`src/rtl/pmu_pkg.sv`:
```
// Shared types and defaults for the wake-up power management unit.
// Holds FSM state encoding, low-power mode codes and default sizing.
package pmu_pkg;

   localparam int GATE_DLY_DEF = 4;
   localparam int CNT_W_DEF    = 8;

   typedef enum logic [2:0] {
      ST_IDLE    = 3'd0,
      ST_DRAIN   = 3'd1,
      ST_SLEEP   = 3'd2,
      ST_WAKE    = 3'd3,
      ST_RELEASE = 3'd4
   } pmu_st_e;

   localparam logic [1:0] LPMD_WAIT = 2'b00;
   localparam logic [1:0] LPMD_DOZE = 2'b01;
   localparam logic [1:0] LPMD_STOP = 2'b10;

   // 10 and 11 both mean STOP
   function automatic logic lpmd_is_stop(input logic [1:0] md);
      return md[1];
   endfunction

endpackage

```
`src/rtl/pmu_dn_cnt.sv`:
```
// Loadable down-counter with zero flag; holds at zero, never wraps.
// Ports: wic_clk, pad_cpu_rst_b, cnt_ld/cnt_ld_val, cnt_dec, cnt_zero.
module pmu_dn_cnt #(
   parameter int CNT_W = 8
) (
   input  logic             wic_clk,
   input  logic             pad_cpu_rst_b,
   input  logic             cnt_ld,
   input  logic [CNT_W-1:0] cnt_ld_val,
   input  logic             cnt_dec,
   output logic             cnt_zero
);

   logic [CNT_W-1:0] cnt_q;

   always_ff @(posedge wic_clk or negedge pad_cpu_rst_b) begin
      if (!pad_cpu_rst_b) begin
         cnt_q <= '0;
      end else if (cnt_ld) begin
         cnt_q <= cnt_ld_val;
      end else if (cnt_dec && !cnt_zero) begin
         cnt_q <= cnt_q - 1'b1;
      end
   end

   assign cnt_zero = (cnt_q == '0);

endmodule

```
`src/rtl/pmu_wake_ctrl.sv`:
```
// Low-power sequencer: gates clocks on CPU sleep request, reopens on wake.
// In: wic_clk, pad_cpu_rst_b, cpu_pmu_sleep_req, cpu_pmu_lpmd, intraw_vld,
//     pmu_wake_cnt_cfg. Out: clock enables, osc_pd, wakeup pulse, status.
import pmu_pkg::*;

module pmu_wake_ctrl #(
   parameter int GATE_DLY = GATE_DLY_DEF,
   parameter int CNT_W    = CNT_W_DEF
) (
   input  logic             wic_clk,
   input  logic             pad_cpu_rst_b,
   input  logic             cpu_pmu_sleep_req,
   input  logic [1:0]       cpu_pmu_lpmd,
   input  logic             intraw_vld,
   input  logic [CNT_W-1:0] pmu_wake_cnt_cfg,
   output logic             pmu_cpu_clk_en,
   output logic             pmu_periph_clk_en,
   output logic             pmu_osc_pd,
   output logic             pmu_cpu_wakeup,
   output logic             pmu_sleep_st,
   output logic [1:0]       pmu_lpmd_st
);

   pmu_st_e          st_q;
   pmu_st_e          st_nxt;
   logic [1:0]       lpmd_nxt;
   logic             stop_nxt;
   logic             gated_nxt;
   logic             cnt_ld;
   logic [CNT_W-1:0] cnt_ld_val;
   logic             cnt_dec;
   logic             cnt_zero;

   pmu_dn_cnt #(
      .CNT_W (CNT_W)
   ) u_cnt (
      .wic_clk       (wic_clk),
      .pad_cpu_rst_b (pad_cpu_rst_b),
      .cnt_ld        (cnt_ld),
      .cnt_ld_val    (cnt_ld_val),
      .cnt_dec       (cnt_dec),
      .cnt_zero      (cnt_zero)
   );

   always_comb begin
      st_nxt     = st_q;
      cnt_ld     = 1'b0;
      cnt_ld_val = '0;
      cnt_dec    = 1'b0;
      unique case (st_q)
         ST_IDLE: begin
            if (cpu_pmu_sleep_req) begin
               if (intraw_vld) begin
                  st_nxt = ST_RELEASE;
               end else begin
                  st_nxt     = ST_DRAIN;
                  cnt_ld     = 1'b1;
                  cnt_ld_val = CNT_W'(GATE_DLY - 1);
               end
            end
         end
         ST_DRAIN: begin
            if (intraw_vld) begin
               st_nxt = ST_RELEASE;
            end else if (cnt_zero) begin
               st_nxt = ST_SLEEP;
            end else begin
               cnt_dec = 1'b1;
            end
         end
         ST_SLEEP: begin
            if (intraw_vld) begin
               st_nxt = ST_WAKE;
               cnt_ld = 1'b1;
               // only STOP needs oscillator settle time
               cnt_ld_val = lpmd_is_stop(pmu_lpmd_st) ?
                            pmu_wake_cnt_cfg : '0;
            end
         end
         ST_WAKE: begin
            if (cnt_zero) begin
               st_nxt = ST_RELEASE;
            end else begin
               cnt_dec = 1'b1;
            end
         end
         ST_RELEASE: begin
            if (!cpu_pmu_sleep_req) begin
               st_nxt = ST_IDLE;
            end
         end
         default: st_nxt = ST_IDLE;
      endcase
   end

   // mode is captured once on DRAIN entry, ignored afterwards
   assign lpmd_nxt  = (st_q == ST_IDLE && st_nxt == ST_DRAIN) ?
                      cpu_pmu_lpmd : pmu_lpmd_st;
   assign stop_nxt  = lpmd_is_stop(lpmd_nxt);
   assign gated_nxt = (st_nxt == ST_SLEEP) || (st_nxt == ST_WAKE);

   always_ff @(posedge wic_clk or negedge pad_cpu_rst_b) begin
      if (!pad_cpu_rst_b) begin
         st_q              <= ST_IDLE;
         pmu_cpu_clk_en    <= 1'b1;
         pmu_periph_clk_en <= 1'b1;
         pmu_osc_pd        <= 1'b0;
         pmu_cpu_wakeup    <= 1'b0;
         pmu_sleep_st      <= 1'b0;
         pmu_lpmd_st       <= LPMD_WAIT;
      end else begin
         st_q              <= st_nxt;
         pmu_cpu_clk_en    <= !gated_nxt;
         pmu_periph_clk_en <= !(gated_nxt && stop_nxt);
         pmu_osc_pd        <= (st_nxt == ST_SLEEP) && stop_nxt;
         pmu_cpu_wakeup    <= (st_nxt == ST_RELEASE) &&
                              (st_q != ST_RELEASE);
         pmu_sleep_st      <= (st_nxt == ST_SLEEP);
         pmu_lpmd_st       <= lpmd_nxt;
      end
   end

endmodule

```
`config.mk`:
```
export PLATFORM = sky130hd
export DESIGN_NAME = pmu_wake_ctrl
export DESIGN_NICKNAME = d
export VERILOG_FILES = /design/src/rtl/pmu_pkg.sv /design/src/rtl/pmu_dn_cnt.sv /design/src/rtl/pmu_wake_ctrl.sv
export SDC_FILE = /design/constraint.sdc
export NUM_CORES = 1
export LEC_CHECK = 0
export ABC_AREA = 1
export BUFFER_PORTS_ARGS = -buffer_cell sky130_fd_sc_hd__buf_2
export CAP_MARGIN = 20
export CORE_ASPECT_RATIO = 1.5
export CORE_MARGIN = 2
export CORE_UTILIZATION = 53
export DETAILED_ROUTE_END_ITERATION = 16
export GPL_ROUTABILITY_DRIVEN = 0
export PLACE_DENSITY = 0.87
export SETUP_SLACK_MARGIN = 0.5
export SYNTH_ARGS = -nofsm -noshare
export SYNTH_HDL_FRONTEND = slang
export SYNTH_SLANG_ARGS = --single-unit
```
`constraint.sdc`:
```
create_clock -name wic_clk -period 1.67 [get_ports wic_clk]
set_input_delay 0.334 -clock wic_clk [delete_from_list [all_inputs] [get_ports wic_clk]]
set_output_delay 0.334 -clock wic_clk [all_outputs]
set_load 0.01 [all_outputs]
```
==> out/qor.txt <==
Final Util: 81.27%
Storage cell area: 459.2 µm²
Core ar.: 1831 µm²
total track usage: 30.15%
CTS tree: built
DR pass1 iterations: 4
Post-Synth Simple-Gate Area: 40.70%
mux cell area share after synthesis: 1.087%
DRC violations left: 0
Leak: 0.7466 nW
Worst path slowest cell: dfrtp_1
Crit Path Max Fanout: 6
crit path launch type: flop
worst setup margin: 0.2026 ns
Vias: 1,093
syn_nets: 151
Final setup viols: 0
area grow syn2layout: 43.60%
Post-DRT Antenna Nets: 0
number of global-route vias before repair: 1,075
Worst Hold Class: input pin to flop
post-synth top area cell: dfrtp_1
sequential share of the synthesized area: 43.72%
skew final: 0.01388 ns
pre-CTS WS: 0.2128 ns
top cell type's share of synthesized area: 38.65%
Slew Limit Fails: 0
Root Buffer: clkbuf_4
CP top delay family: flip-flops
cell breakdown of the critical path: inv_2 -> ha_4 -> nand2_4 -> nor2_4 -> inv_2 -> o21ai_4 -> nand2_4 -> nand2_2 -> nand2_1
placed cell count: 174
Non-Filler Instances: 196
buffers added on ports: 20
area of the die: 2332 µm²
Boundary Pins: 21
CP max stage delay: 0.46 ns
final hold violations: 0
H-tree Lvls: 1
metal3 WL: 135 µm
Clock Latency Late Sink: 0.32 ns
placement row count: 19
post-synth cell types: 23
routed length on met1: 1086 µm
residual overflow from global routing: 0
layout cell share with drive strength beyond 1: 50.29%
actual slew at the worst max-slew pin: 0.4061 ns
Mapped Cells: 135
Max VDD drop: 1033 µV
total power: 2.695 mW
most frequent cells in the layout: nand2_1, buf_2, nand3_1, dfrtp_1, buf_4
# clock sinks: 18
largest net degree at the start of global routing: 19
Netlist Area Pre-Place: 1036 µm²
CTS max path bufs: 2
Setup Total Neg Slack: 0 ns
critical path data arrival time: 1.67 ns
CP endpoint kind: flop
top cells by area, synth: dfrtp_1, nand2_1, nand3_1
max-cap viol count: 0
RSZ-0062 raised after global routing: true
global-route wire length before repair: 4761 µm
Die W: 40.10 µm
fmax: 681.5 MHz
reg-to-reg slack, setup: 0.20 ns
commonest non-fill, non-tap cell in the layout: nand2_1
Synth Warn #: 0
Synth Area in XOR/XNOR: 1.691%
CTS Buf Count: 3
DP HPWL: 1621 µm
Critical Path RT: 1.88 ns
routed vias/inst: 5.577
mean routed wirelength per cell: 16.19 µm
top sig layer: met4
CP bufs+invs: 2
average instance area after synthesis: 7.674 µm²
slew margin rel.: 72.92%
Clock Pin Slew Worst Setup and Hold Paths: 0.12 ns
Post-DP Area: 1140 µm²
Tmin final: 1.467 ns
initial antenna violation count: 0
number of fill cells: 116
outcome: finished, final reports clean
critical path class: flop to flop
Total Wirelength: 3173 µm
starting density of the core: 56.60%
Die Y: 58.15 µm
Nets: 192
multi-input gate area in the final layout: 660.6 µm²
Synth Area in Compound Gates: 4.227%
adder-cell share of the synthesized area: 2.415%
DRT iter0 DRCs: 56
final instance area: 1488 µm²
FF+latch count, synth: 18
met2 WL: 1818 µm
period utilization: 87.87%
main combinational cell family by area after synthesis: simple AND/OR/NAND/NOR gates
n_diodes: 0
power per cell area: 1811 nW/µm²
Worst Hold Margin: 0.2420 ns
## cell usage after synthesis (all sizes together)
library cell  count
ha                2
a21oi             1
inv              11
nand3            18
o21ai             4
nand3b            1
nand4             3
and2              1
buf               2
o21bai            1
dfstp             2
nand2            51
dfrtp            16
nor2             19
mux2              1
xnor2             2
## logic make-up (layout without fill, tap and decap cells)
logic type | Yosys count | after routing
compound gates | 6 | 6
simple gates | 93 | 94
mux | 1 | 1
flops | 18 | 18
xor+xnor | 2 | 2
fa+ha+maj | 2 | 2
buf+inv | 13 | 52
## what timing repair did
item                                   4_1_cts  5_1_grt
setup buffers                               13        3
resized for setup                           29       22
hold buffers                                 1        0
cloned                                       1        0
endpoints found under the hold margin       16        0
pin swaps                                   11       11
setup endpoints to repair                   18       24
## state kept, by name, indices dropped and copies added (netlist names), named ones only
name	count
pmu_cpu_clk_en	1
pmu_cpu_wakeup	1
pmu_lpmd_st	1
pmu_osc_pd	1
pmu_periph_clk_en	1
pmu_sleep_st	1
st_q	3
u_cnt.cnt_q	8
## path summary, 6_finish.rpt
check,start,end,depth (start not counted)
max,u_cnt.cnt_q[1]$_DFFE_PN0P_,u_cnt.cnt_q[0]$_DFFE_PN0P_,9
min,cpu_pmu_lpmd[0],pmu_lpmd_st[0]$_DFFE_PN0N_,2
max in group asynchronous,pad_cpu_rst_b,pmu_periph_clk_en$_DFF_PN1_,2
min reg2reg,pmu_lpmd_st[0]$_DFFE_PN0N_,pmu_lpmd_st[0]$_DFFE_PN0N_,1
max reg2reg,u_cnt.cnt_q[1]$_DFFE_PN0P_,u_cnt.cnt_q[0]$_DFFE_PN0P_,9
min in group asynchronous,pad_cpu_rst_b,pmu_lpmd_st[0]$_DFFE_PN0N_,2
## per-layer routing
metal	up-vias	track usage (%)
li1	511	-
met1	517	31.06
met2	51	54.38
met3	14	3.831
met4	0	15.76
met5	-	0
## report_power, final
part	switching (mW)	total (mW)	internal, mW
combinational	0.884	1.60	0.716
clock	0.152	0.285	0.133
sequential	0.207	0.810	0.603
## layout make-up
cell class	instances	area share (%)
clock buffers	4	2.439
multi-input cells	105	44.41
well taps	21	1.766
flip-flops and latches	18	30.87
inverters	11	2.944
repair buffers	37	17.58
Note: power is estimated with default switching activity, not from simulation.
